--- src/rtl/apb_mem_completer.sv ---
// apb_mem_completer: APB completer with word-addressed memory, wait states, error counter and ID register
// Ports:
//   apb_clk, sys_reset         clock (rising edge) and asynchronous active-low reset
//   apb_selx, apb_en           PSEL / PENABLE
//   apb_write, apb_addr        direction and word address, sampled in the setup phase
//   apb_wdata                  write data, taken in the completion cycle
//   apb_rdata, apb_slverr      response, forced to 0 while apb_ready=0
//   apb_ready                  PREADY, decoded from registered state only
module apb_mem_completer #(
    parameter int          DEPTH    = 32,
    parameter int          DEF_WAIT = 0,
    parameter logic [31:0] ID_VALUE = 32'hA9B0_0001
) (
    input  logic        apb_clk,
    input  logic        sys_reset,
    input  logic        apb_selx,
    input  logic        apb_en,
    input  logic        apb_write,
    input  logic [7:0]  apb_addr,
    input  logic [31:0] apb_wdata,
    output logic [31:0] apb_rdata,
    output logic        apb_ready,
    output logic        apb_slverr
);
    typedef enum logic {IDLE, ACCESS} state_t;
    localparam int AW = (DEPTH > 1) ? $clog2(DEPTH) : 1;
    localparam logic [7:0] MEM_END = 8'(DEPTH);

    state_t      state;
    logic [3:0]  wait_cnt, wait_cfg;
    logic [15:0] err_cnt;
    logic [7:0]  addr_q;
    logic        write_q, slverr_q;
    logic [31:0] rdata_q;
    logic [31:0] mem [DEPTH];
    logic        mem_hit, setup_err, done;
    logic [31:0] rd_val;

    always_comb begin
        mem_hit   = apb_addr < MEM_END;
        rd_val    = mem_hit ? mem[apb_addr[AW-1:0]] :
                    apb_addr == 8'hF0 ? {28'b0, wait_cfg} :
                    apb_addr == 8'hF4 ? {16'b0, err_cnt} :
                    apb_addr == 8'hFC ? ID_VALUE : '0;
        setup_err = !(mem_hit || apb_addr == 8'hF0 || apb_addr == 8'hF4 || apb_addr == 8'hFC) ||
                    (apb_write && apb_addr == 8'hFC);
    end

    assign apb_ready  = state == ACCESS && wait_cnt == 4'd0;
    assign done       = apb_ready && apb_selx && apb_en;
    assign apb_rdata  = apb_ready ? rdata_q : '0;
    assign apb_slverr = apb_ready && slverr_q;

    always_ff @(posedge apb_clk or negedge sys_reset) begin
        if (!sys_reset) begin
            state    <= IDLE;
            wait_cnt <= '0;
            wait_cfg <= 4'(DEF_WAIT);
            err_cnt  <= '0;
            addr_q   <= '0;
            write_q  <= 1'b0;
            slverr_q <= 1'b0;
            rdata_q  <= '0;
            for (int i = 0; i < DEPTH; i++) mem[i] <= '0;
        end else if (state == IDLE) begin
            // PENABLE already high in IDLE is a protocol violation and is ignored
            if (apb_selx && !apb_en) begin
                addr_q   <= apb_addr;
                write_q  <= apb_write;
                wait_cnt <= wait_cfg;
                slverr_q <= setup_err;
                rdata_q  <= apb_write ? '0 : rd_val;
                state    <= ACCESS;
            end
        end else if (!apb_selx) begin
            state <= IDLE;
        end else if (done) begin
            state <= IDLE;
            if (slverr_q)
                err_cnt <= (err_cnt == 16'hFFFF) ? err_cnt : err_cnt + 16'd1;
            else if (write_q) begin
                if (addr_q < MEM_END) mem[addr_q[AW-1:0]] <= apb_wdata;
                else if (addr_q == 8'hF0) wait_cfg <= apb_wdata[3:0];
                else if (addr_q == 8'hF4) err_cnt <= '0;
            end
        end else if (wait_cnt != 4'd0) begin
            wait_cnt <= wait_cnt - 4'd1;
        end
    end
endmodule

--- config.mk ---
export PLATFORM = sky130hd
export DESIGN_NAME = apb_mem_completer
export DESIGN_NICKNAME = d
export VERILOG_FILES = /design/src/rtl/apb_mem_completer.sv
export SDC_FILE = /design/constraint.sdc
export NUM_CORES = 1
export LEC_CHECK = 0
export CORE_MARGIN = 4
export CORE_UTILIZATION = 60
export CTS_BUF_LIST = sky130_fd_sc_hd__clkbuf_4
export CTS_CLUSTER_DIAMETER = 40
export DETAILED_ROUTE_END_ITERATION = 16
export GPL_ROUTABILITY_DRIVEN = 0
export PLACE_DENSITY = 0.76
export REMOVE_ABC_BUFFERS = 1
export SLEW_MARGIN = 20
export SYNTH_ARGS = -nofsm -noshare
export SYNTH_HDL_FRONTEND = slang
export SYNTH_SLANG_ARGS = --single-unit
--- constraint.sdc ---
create_clock -name apb_clk -period 7.1 [get_ports apb_clk]
set_input_delay 1.42 -clock apb_clk [delete_from_list [all_inputs] [get_ports apb_clk]]
set_output_delay 1.42 -clock apb_clk [all_outputs]
set_load 0.01 [all_outputs]
### Yosys cells after proc, flatten, opt, wreduce, memory -nomap -nowiden

Cells that the tools add are included.

* register bits after elaboration: 1091
* output and inout bits: 34
* input bits: 45
* logic and storage cells: 114

* bitwise operators: 5
* equal/unequal tests: 12
* reduce and logical (&&, ||, !) cells: 23
* mux-type cells: 27
* order comparisons: 5
* $add $sub $neg: 2

Operators by type and width (number)
* $bwmux W1024: 1
* $mux W32: 9
* $bmux W32 S5: 1
* $demux W32 S5: 1
* $mux W16: 6
* $eq A8 B8 Y1 const B: 5
* $mux W4: 5
* $add A16 B1 Y16 const B: 1
* $eq A16 B16 Y1 const B: 1
* $lt A8 B6 Y1 const B: 2
* $ge A6 B6 Y1 const B: 2
* $not A5 Y6: 2
* $ne A2 B2 Y1 const B: 5
* $reduce_and A8 Y1: 1
* $logic_and A1 B1 Y1: 7
* $reduce_and A7 Y1: 1
* $lt A6 B1 Y1 const B: 1
* $reduce_and A6 Y1: 1
* $reduce_bool A2 Y1: 3
* $logic_not A4 Y1: 1
* $logic_or A1 B1 Y1: 4
* $mux W1: 4
* $reduce_and A4 Y1: 1
* $reduce_bool A4 Y1: 1
* other kinds (5): 8

### Longest topological paths before layout

Gate-level depths: netlist (run 1).

* word-level depth: 7
* mapped depth: 10
* mapped depth without buffers: 8

### Worst setup path after synthesis (run 1)

Ideal clock, no wire load.

* kind: input port to flip-flop
* start: in apb_addr[0]
* end: reg rdata_q[17]
* path slack: 3718 ps
* buffers on the path: 3
* setup time: 122 ps
* stages on the path: 7
* arrival: 3260 ps
* required time: 6978 ps
* cell sequence: buf_2 -> buf_2 -> buf_2 -> mux4_2 -> a22oi_1 -> nand3_1 -> a32o_1

* longest elaborated chain between the ends: 6
* elaborated cells on any way between the ends: 11
* classes of those cells: 1 x order compare; 2 x eq/ne; 7 x mux; 1 x bitwise

Ends and longest elaborated chain
* start: declaration: line 19 `input logic [7:0] apb_addr,`
* $not A5 Y6 (implied by the code): line 41 `rd_val = mem_hit ? mem[apb_addr[AW-1:0]] :`
* $bmux W32 S5: line 41
* $mux W32 (implied by the code) (2 in series): line 41
* $mux W32 *: line 41
* $mux W32 *: line 72 `rdata_q <= apb_write ? '0 : rd_val;`
* end signal: assignment: line 72
* end: declaration: line 34 `logic [31:0] rdata_q;`

Every way passes the cells marked *; elsewhere a longest branch is shown, timed or not. The select of a mux whose other input is x is not followed.
A chain may end at the register's enable or synchronous reset.

### Worst setup path after layout (run 1)

* start: reg wait_cnt[0]
* end: out apb_rdata[14]

* longest elaborated chain between the ends: 3

Ends and longest elaborated chain
* start: declaration: line 30 `logic [3:0] wait_cnt, wait_cfg;`
* start signal: assignment: line 70 `wait_cnt <= wait_cfg;`
* start signal: assignment: line 87 `wait_cnt <= wait_cnt - 4'd1;`
* $logic_not A4 Y1: line 49 `assign apb_ready = state == ACCESS && wait_cnt == 4'd0;`
* $logic_and A1 B1 Y1: line 49
* $mux W32: line 51 `assign apb_rdata = apb_ready ? rdata_q : '0;`
* end: declaration: line 21 `output logic [31:0] apb_rdata,`

No other way between the ends.

==> results.md, run 1 <==
- Critical path required time: 5680 ps
- Min Tclk post-route: 5050 ps
- Final period util: 0.712
- Total CTS buffers: approximately 300
- Simple-Gate Fraction of Synth Area: 0.0321
- Io pins: 79
- Adder-Cell Fraction of Synth Area: 0.000755
- Sequential area share after synthesis: 0.549
- # port buffers: 78
- Max Fclk: 198 MHz
- Global-route wire length before repair: between 200,000 and 250,000 µm
- CTS tree: built
- Largest net degree at the start of global routing: between 150 and 200
- Setup crit end kind: primary output
- Setup Buffers After CTS: 0
- Post-DR vias/cell: 6.59
- Share of layout cells above drive strength 1: 0.494
- DP Wirelength: 76,500 µm
- Die span in x: around 300 µm
- # DRC: 0
- Max Cap Viol: 0
- Starting DRT DRC Count: 2,295
- Initial antenna violation count: 5
- Status: finished clean
- Hold Buf Count CTS: 0
- Fin cells: between 4,000 and 5,000
- Asr flop ratio synth: 1.00
- Synth Area in XOR/XNOR: 0
- Worst setup SP type: register
- Leakage: 27.3 nW
- Top_reg_cell synth: dfrtp_1
- Final setup vio count: 0
- Area growth from synthesis to layout: 9.79%
- Multiplexer area fraction after synthesis: 0.350
- Clk_skew: between 90 and 100 ps
- Htree depth: 5
- FF/Latch Area: between 0.02 and 0.03 mm²
- Worst Path Class, Setup: reg2out
- Antenna-violating nets left: 0
- EDFF count, synth: 0
- DIE AREA: between 0.08 and 0.09 mm²
- Synth cell types: 67
- Crit path max fanout: 34
- Footprint of the multi-input gates: roughly 0.021 mm²
- Cts repair resizes: 0
- Core Rows: 105
- Reg clk slew, reported paths: 70 ps
- Worst-Skew Late Latency: 1180 ps
- Overflow after GRT: 0
- Worst min path class: in2async
- Pwr/cell area: about 220 mW/mm²
- Die Ht: about 300 µm
- Core Area: approximately 0.082 mm²
- Placed insts: approximately 4,200
- Wire per inst: about 28 µm
- Vias in the first global route: 33,300
- Total wire length: about 130,000 µm
- Reg2reg start: wait_cnt[0]$_DFFE_PN0P_
- Path depth of the worst reg2reg path: 9
- Mean Syn Cell Area: around 15 µm²
- Worst-case clock buffer depth: 4
- FF-to-FF setup slack: 2590 ps
- Main combinational cell family by area after synthesis: multiplexers
- Crit Reg-Reg Endpoint: mem[918]$_DFFE_PN0P_
- TNS Setup: 0 ps
- RSZ-0062 raised after global routing: no
- Slew headroom: 0.229
- Arrival time worst endpoint: 3630 ps
- Post-synthesis compound-gate area fraction: 0.0403
- CTS Root Cell: clkbuf_4
- Total clock sinks: between 1,000 and 1,500
- Via count: 31,100
- Pins Over Slew Limit: 0
- Number of synthesized register bits: about 1,100
- Overall Global Routing Usage: 0.310
- Pre-antenna DRT Iters: 5
- Initial core utilization: 0.606
- Synthesized cell area: around 0.050 mm²
- Fin nets: approximately 3,500
- Final Hold Fails: 0
- Mapped Cells: roughly 3,400
- Slew at the pin closest to its max-slew limit: between 1000 and 1500 ps
- Fillers: about 5,700
- Peak VDD IR: 0.000157 V
- Synth Warn #: 0
==> area by class of cell <==
cell class	count	share of cell area
well taps	1070	0.0245
flip-flops and latches	1091	0.500
inverters	11	0.000756
clock buffers	420	0.0578
diodes	8	0.000367
repair buffers	141	0.0232
multi-input cells	1936	0.389
clock inverters	40	0.00429
==> how the worst max path moves through the flow <==
| stage | startpoint | to | slack [ps] |
|---|---|---|---|
| floorplan | apb_selx | mem[224]$_DFFE_PN0P_ | 2990 |
| global placement | apb_selx | mem[918]$_DFFE_PN0P_ | 2460 |
| detailed placement | apb_en | mem[918]$_DFFE_PN0P_ | 2370 |
| CTS | wait_cnt[0]$_DFFE_PN0P_ | apb_rdata[9] | 1980 |
| finish | wait_cnt[0]$_DFFE_PN0P_ | apb_rdata[14] | 2050 |
| global route | wait_cnt[0]$_DFFE_PN0P_ | apb_rdata[9] | 1890 |
==> per-layer routing <==
metal / track usage / vias to the layer above / part of all wire
met5: 0 / - / 0
met4: 0.116 / 0 / 0.033
met3: 0.0640 / 331 / 0.073
met2: 0.497 / 1303 / 0.48
met1: 0.424 / 16500 / 0.41
li1: - / 12900 / -
==> power breakdown <==
group | internal [mW] | total [mW] | switching [mW]
clock network | 2.79 | 5.25 | 2.46
logic | 0.155 | 0.614 | 0.460
registers | 6.24 | 6.28 | 0.0436
total | 9.18 | 12.1 | 2.96
==> worst max-delay path, cell delays in order (launching register included) <==
cell	delay, ps
dfrtp_1	420
inv_1	100
ha_1	200
nand4bb_4	150
inv_2	740
and2_1	300
clkdlybuf4s50_1	560
==> flip-flops by register name, indices dropped and copies added, names as in the netlist, 4 cells and up <==
signal / count
wait_cfg: 4
wait_cnt: 4
mem: 1024
err_cnt: 16
addr_q: 8
rdata_q: 32
==> cells in the final DEF (no fill, tap or decap), types with 10 or more instances in the layout <==
cell	n
buf_2	24
clkdlybuf4s50_1	51
and2_1	36
a211oi_1	35
nor2_1	23
o221ai_1	31
a22o_1	25
clkbuf_4	420
nand2_1	90
a21oi_1	15
nor3_1	13
buf_4	53
mux2i_1	127
a22oi_1	25
nand3_1	45
or3_1	10
clkinv_1	30
dfrtp_1	1091
mux4_2	195
o21ai_0	16
mux2_2	1029
nand2_2	17
o22ai_1	17
mux2_1	15
a211o_1	24
==> cell usage after synthesis, drive strengths merged, types with 9 or more instances <==
library cell,count,area [µm²]
clkbuf,162,608
o22ai,17,106
a22oi,25,188
inv,10,37.5
nand2,112,420
and2,37,231
a21oi,15,75.1
a211o,24,210
a211oi,35,263
mux2i,127,1270
mux2,1044,11800
nand3,50,255
a22o,25,219
o21ai,16,80.1
dfrtp,1091,27300
or3,10,62.6
o221ai,31,272
nor2,30,113
nor3,14,70.1
nand2b,9,56.3
buf,154,719
nor2b,10,62.6
mux4,195,4390
==> cells by family after synthesis <==
group                      after synthesis
and+or+nand+nor                        313
adders and majority gates                3
DFF                                   1091
buffers and inverters                  327
AOI/OAI and AO/OA                      254
muxes                                 1366
==> through the flow <==
| step | util | setup WS, ps | hold WS, ps | power (mW) | instance area [µm²] |
|---|---|---|---|---|---|
| after floorplan | - | 2990 | 440 | 6.56 | 48400 |
| after global placement | 0.624 | 2460 | 453 | 6.99 | 51200 |
| after detailed placement | 0.624 | 2370 | 471 | 7.02 | 51300 |
| after CTS | 0.666 | 1980 | 351 | 12.3 | 54700 |
| after global routing | 0.665 | 1890 | 429 | 12.7 | 54600 |
| final | 0.665 | 2050 | 375 | 12.1 | 54600 |
No activity file was read; power rests on OpenSTA's default activity.
==> run 2, diff against run 1 <==
--- a/config.mk
+++ b/config.mk
@@ -6,12 +6,12 @@
 export NUM_CORES = 1
 export LEC_CHECK = 0
 export CORE_MARGIN = 4
-export CORE_UTILIZATION = 60
+export CORE_UTILIZATION = 59
 export CTS_BUF_LIST = sky130_fd_sc_hd__clkbuf_4
 export CTS_CLUSTER_DIAMETER = 40
 export DETAILED_ROUTE_END_ITERATION = 16
 export GPL_ROUTABILITY_DRIVEN = 0
-export PLACE_DENSITY = 0.76
+export PLACE_DENSITY = 0.78
 export REMOVE_ABC_BUFFERS = 1
 export SLEW_MARGIN = 20
 export SYNTH_ARGS = -nofsm -noshare
==> constraint.sdc (replaced) <==
create_clock -name apb_clk -period 4.4 [get_ports apb_clk]
set_input_delay 0.88 -clock apb_clk [delete_from_list [all_inputs] [get_ports apb_clk]]
set_output_delay 0.88 -clock apb_clk [all_outputs]
set_load 0.01 [all_outputs]
==> results.md, run 2 (synthesized netlist as in run 1, its figures left out) <==
- TNS Setup: 0 ps
- Pwr/cell area: approximately 360 mW/mm²
- Antenna-violating nets left: 0
- CP cell instances: inv_1, ha_1, nand4bb_4, inv_6, buf_8, and2_1, clkdlybuf4s50_1
- Commonest non-fill, non-tap cell in the layout: dfrtp_1
- Fin cells: 4,830
- Slowest cell on the critical path: clkdlybuf4s50_1
- Worst-case clock buffer depth: 4
- Via count: 31,600
- Reg2reg start: wait_cnt[0]$_DFFE_PN0P_
- Final period util: 0.968
- Placed insts: approximately 4,300
- Peak VDD IR: 0.000222 V
- Final setup vio count: 0
- FF-to-FF setup slack: roughly 1200 ps
- Fillers: between 5,000 and 6,000
- Max FFs per register: between 1,000 and 1,500
- # port buffers: between 70 and 80
- Path depth of the worst reg2reg path: 9
- Pins Over Slew Limit: 0
- Arrival time worst endpoint: between 3000 and 4000 ps
- Die span in x: between 200 and 300 µm
- Busiest metal layer after global routing: met2
- Setup crit end kind: primary output
- Crit path largest cell delay: just under 600 ps
- Top delay family on crit path: buffers and inverters
- Slew headroom: 0.211
- Die Ht: 298 µm
- Reg clk slew, reported paths: 70 ps
- DIE AREA: 0.0890 mm²
- Wire per inst: between 20 and 30 µm
- Most frequent cells in the layout: dfrtp_1, mux2_2, clkbuf_4
- Post-DR vias/cell: roughly 6.5
- Overall Global Routing Usage: 0.310
- Starting DRT DRC Count: approximately 2,900
- Slew at the pin closest to its max-slew limit: 1180 ps
- CTS Root Cell: clkbuf_4
- Max Cap Viol: 0
- Worst Path Class, Setup: reg2out
- Leakage: between 20 and 30 nW
- Core Rows: about 110
- Grt met1 use: 0.414
- Initial antenna violation count: 8
- Crit path max fanout: 18
- Total CTS buffers: about 300
- DP Wirelength: about 81,000 µm
- Io pins: between 70 and 80
- CTS tree: built
- Htree depth: 5
- Area growth from synthesis to layout: 11.8%
- Total clock sinks: approximately 1,100
- Initial core utilization: 0.595
- Global-route wire length before repair: about 210,000 µm
- Overflow after GRT: 0
- Core Area: around 0.084 mm²
- Final Core Density: 0.665
- Status: finished clean
- Fin nets: roughly 3,600
- Worst setup SP type: register
- Worst-Skew Late Latency: about 1100 ps
- # DRC: 0
- Critical path required time: 3520 ps
- Worst min path class: in2async
- Min Tclk post-route: 4260 ps
- Largest Register: mem
- Total wire length: about 140,000 µm
- CP Launch Point: wait_cnt[0]$_DFFE_PN0P_
- Registers with the most flip-flops: mem x1024, rdata_q x32, err_cnt x16
- Max Fclk: about 230 MHz
- Clk_skew: 77.9 ps
- Vias in the first global route: roughly 34,000
- Final Hold Fails: 0
- WP buf/inv: 4
- Met2 Track Usage GR: 0.490
- Crit Reg-Reg Endpoint: mem[788]$_DFFE_PN0P_
- Share of layout cells above drive strength 1: 0.503
- Pre-antenna DRT Iters: 5
- Routing usage on met3: 0.0796
- Largest net degree at the start of global routing: 163
- Setup Buffers After CTS: 0
- Total Power: approximately 20 mW
==> run 2: how the worst max path moves through the flow <==
stage | to | slack [ps] | depth (start not counted)
floorplan | mem[224]$_DFFE_PN0P_ | 830 | 5
global placement | mem[208]$_DFFE_PN0P_ | 580 | 8
detailed placement | mem[214]$_DFFE_PN0P_ | 560 | 8
CTS | apb_rdata[9] | 40 | 7
global route | apb_rdata[9] | -50 | 7
finish | apb_rdata[9] | 140 | 7
==> run 2: report_power, final <==
part	total, mW	internal (mW)	leakage (nW)	switching [mW]
Clock	8.91	4.81	2.20	4.09
Sequential	10.1	10.1	15.2	0.0641
Combinational	1.04	0.284	10.4	0.753
==> run 2: final cells by class <==
type | count | area (µm²) | share of cell area
diodes | 9 | 22.5 | 0.000405
clock buffers | 436 | 3270 | 0.0589
clock inverters | 63 | 384 | 0.00691
inverters | 11 | 46.3 | 0.000833
multi-input cells | 1936 | 21200 | 0.382
flip-flops and latches | 1091 | 27300 | 0.491
well taps | 1080 | 1350 | 0.0243
repair buffers | 204 | 2010 | 0.0361
==> run 2: worst reg2reg max path, delay by kind of cell, from the launching register on <==
kind	cells	cell delay, ps
buffers and inverters	3	700
AND/OR/NAND/NOR	4	1320
flip-flops	1	430
multiplexers	1	420
adder cells (fa/ha/maj)	1	190
==> run 2: metrics by stage <==
| step | worst slack, ps | area, µm² | hold WS (ps) |
|---|---|---|---|
| floorplan | 827 | 48400 | 440 |
| global placement | 579 | 52000 | 459 |
| detailed placement | 560 | 52000 | 467 |
| CTS | 44.7 | 55700 | 232 |
| global route | -54.3 | 55600 | 268 |
| finish | 142 | 55600 | 307 |
==> run 2: per-layer routing <==
layer,share of wire,vias up
li1,-,13100
met4,0.037,6
met1,0.40,16800
met5,0.00029,-
met3,0.085,347
met2,0.48,1378
==> run 2: repair_timing <==
item                                    4_1_cts  5_1_grt
endpoints found under the setup margin       17        1
gates resized for setup                       3        1
pin swaps                                     0        0
hold endpoints to repair                     65        0
hold buffers                                  1        0
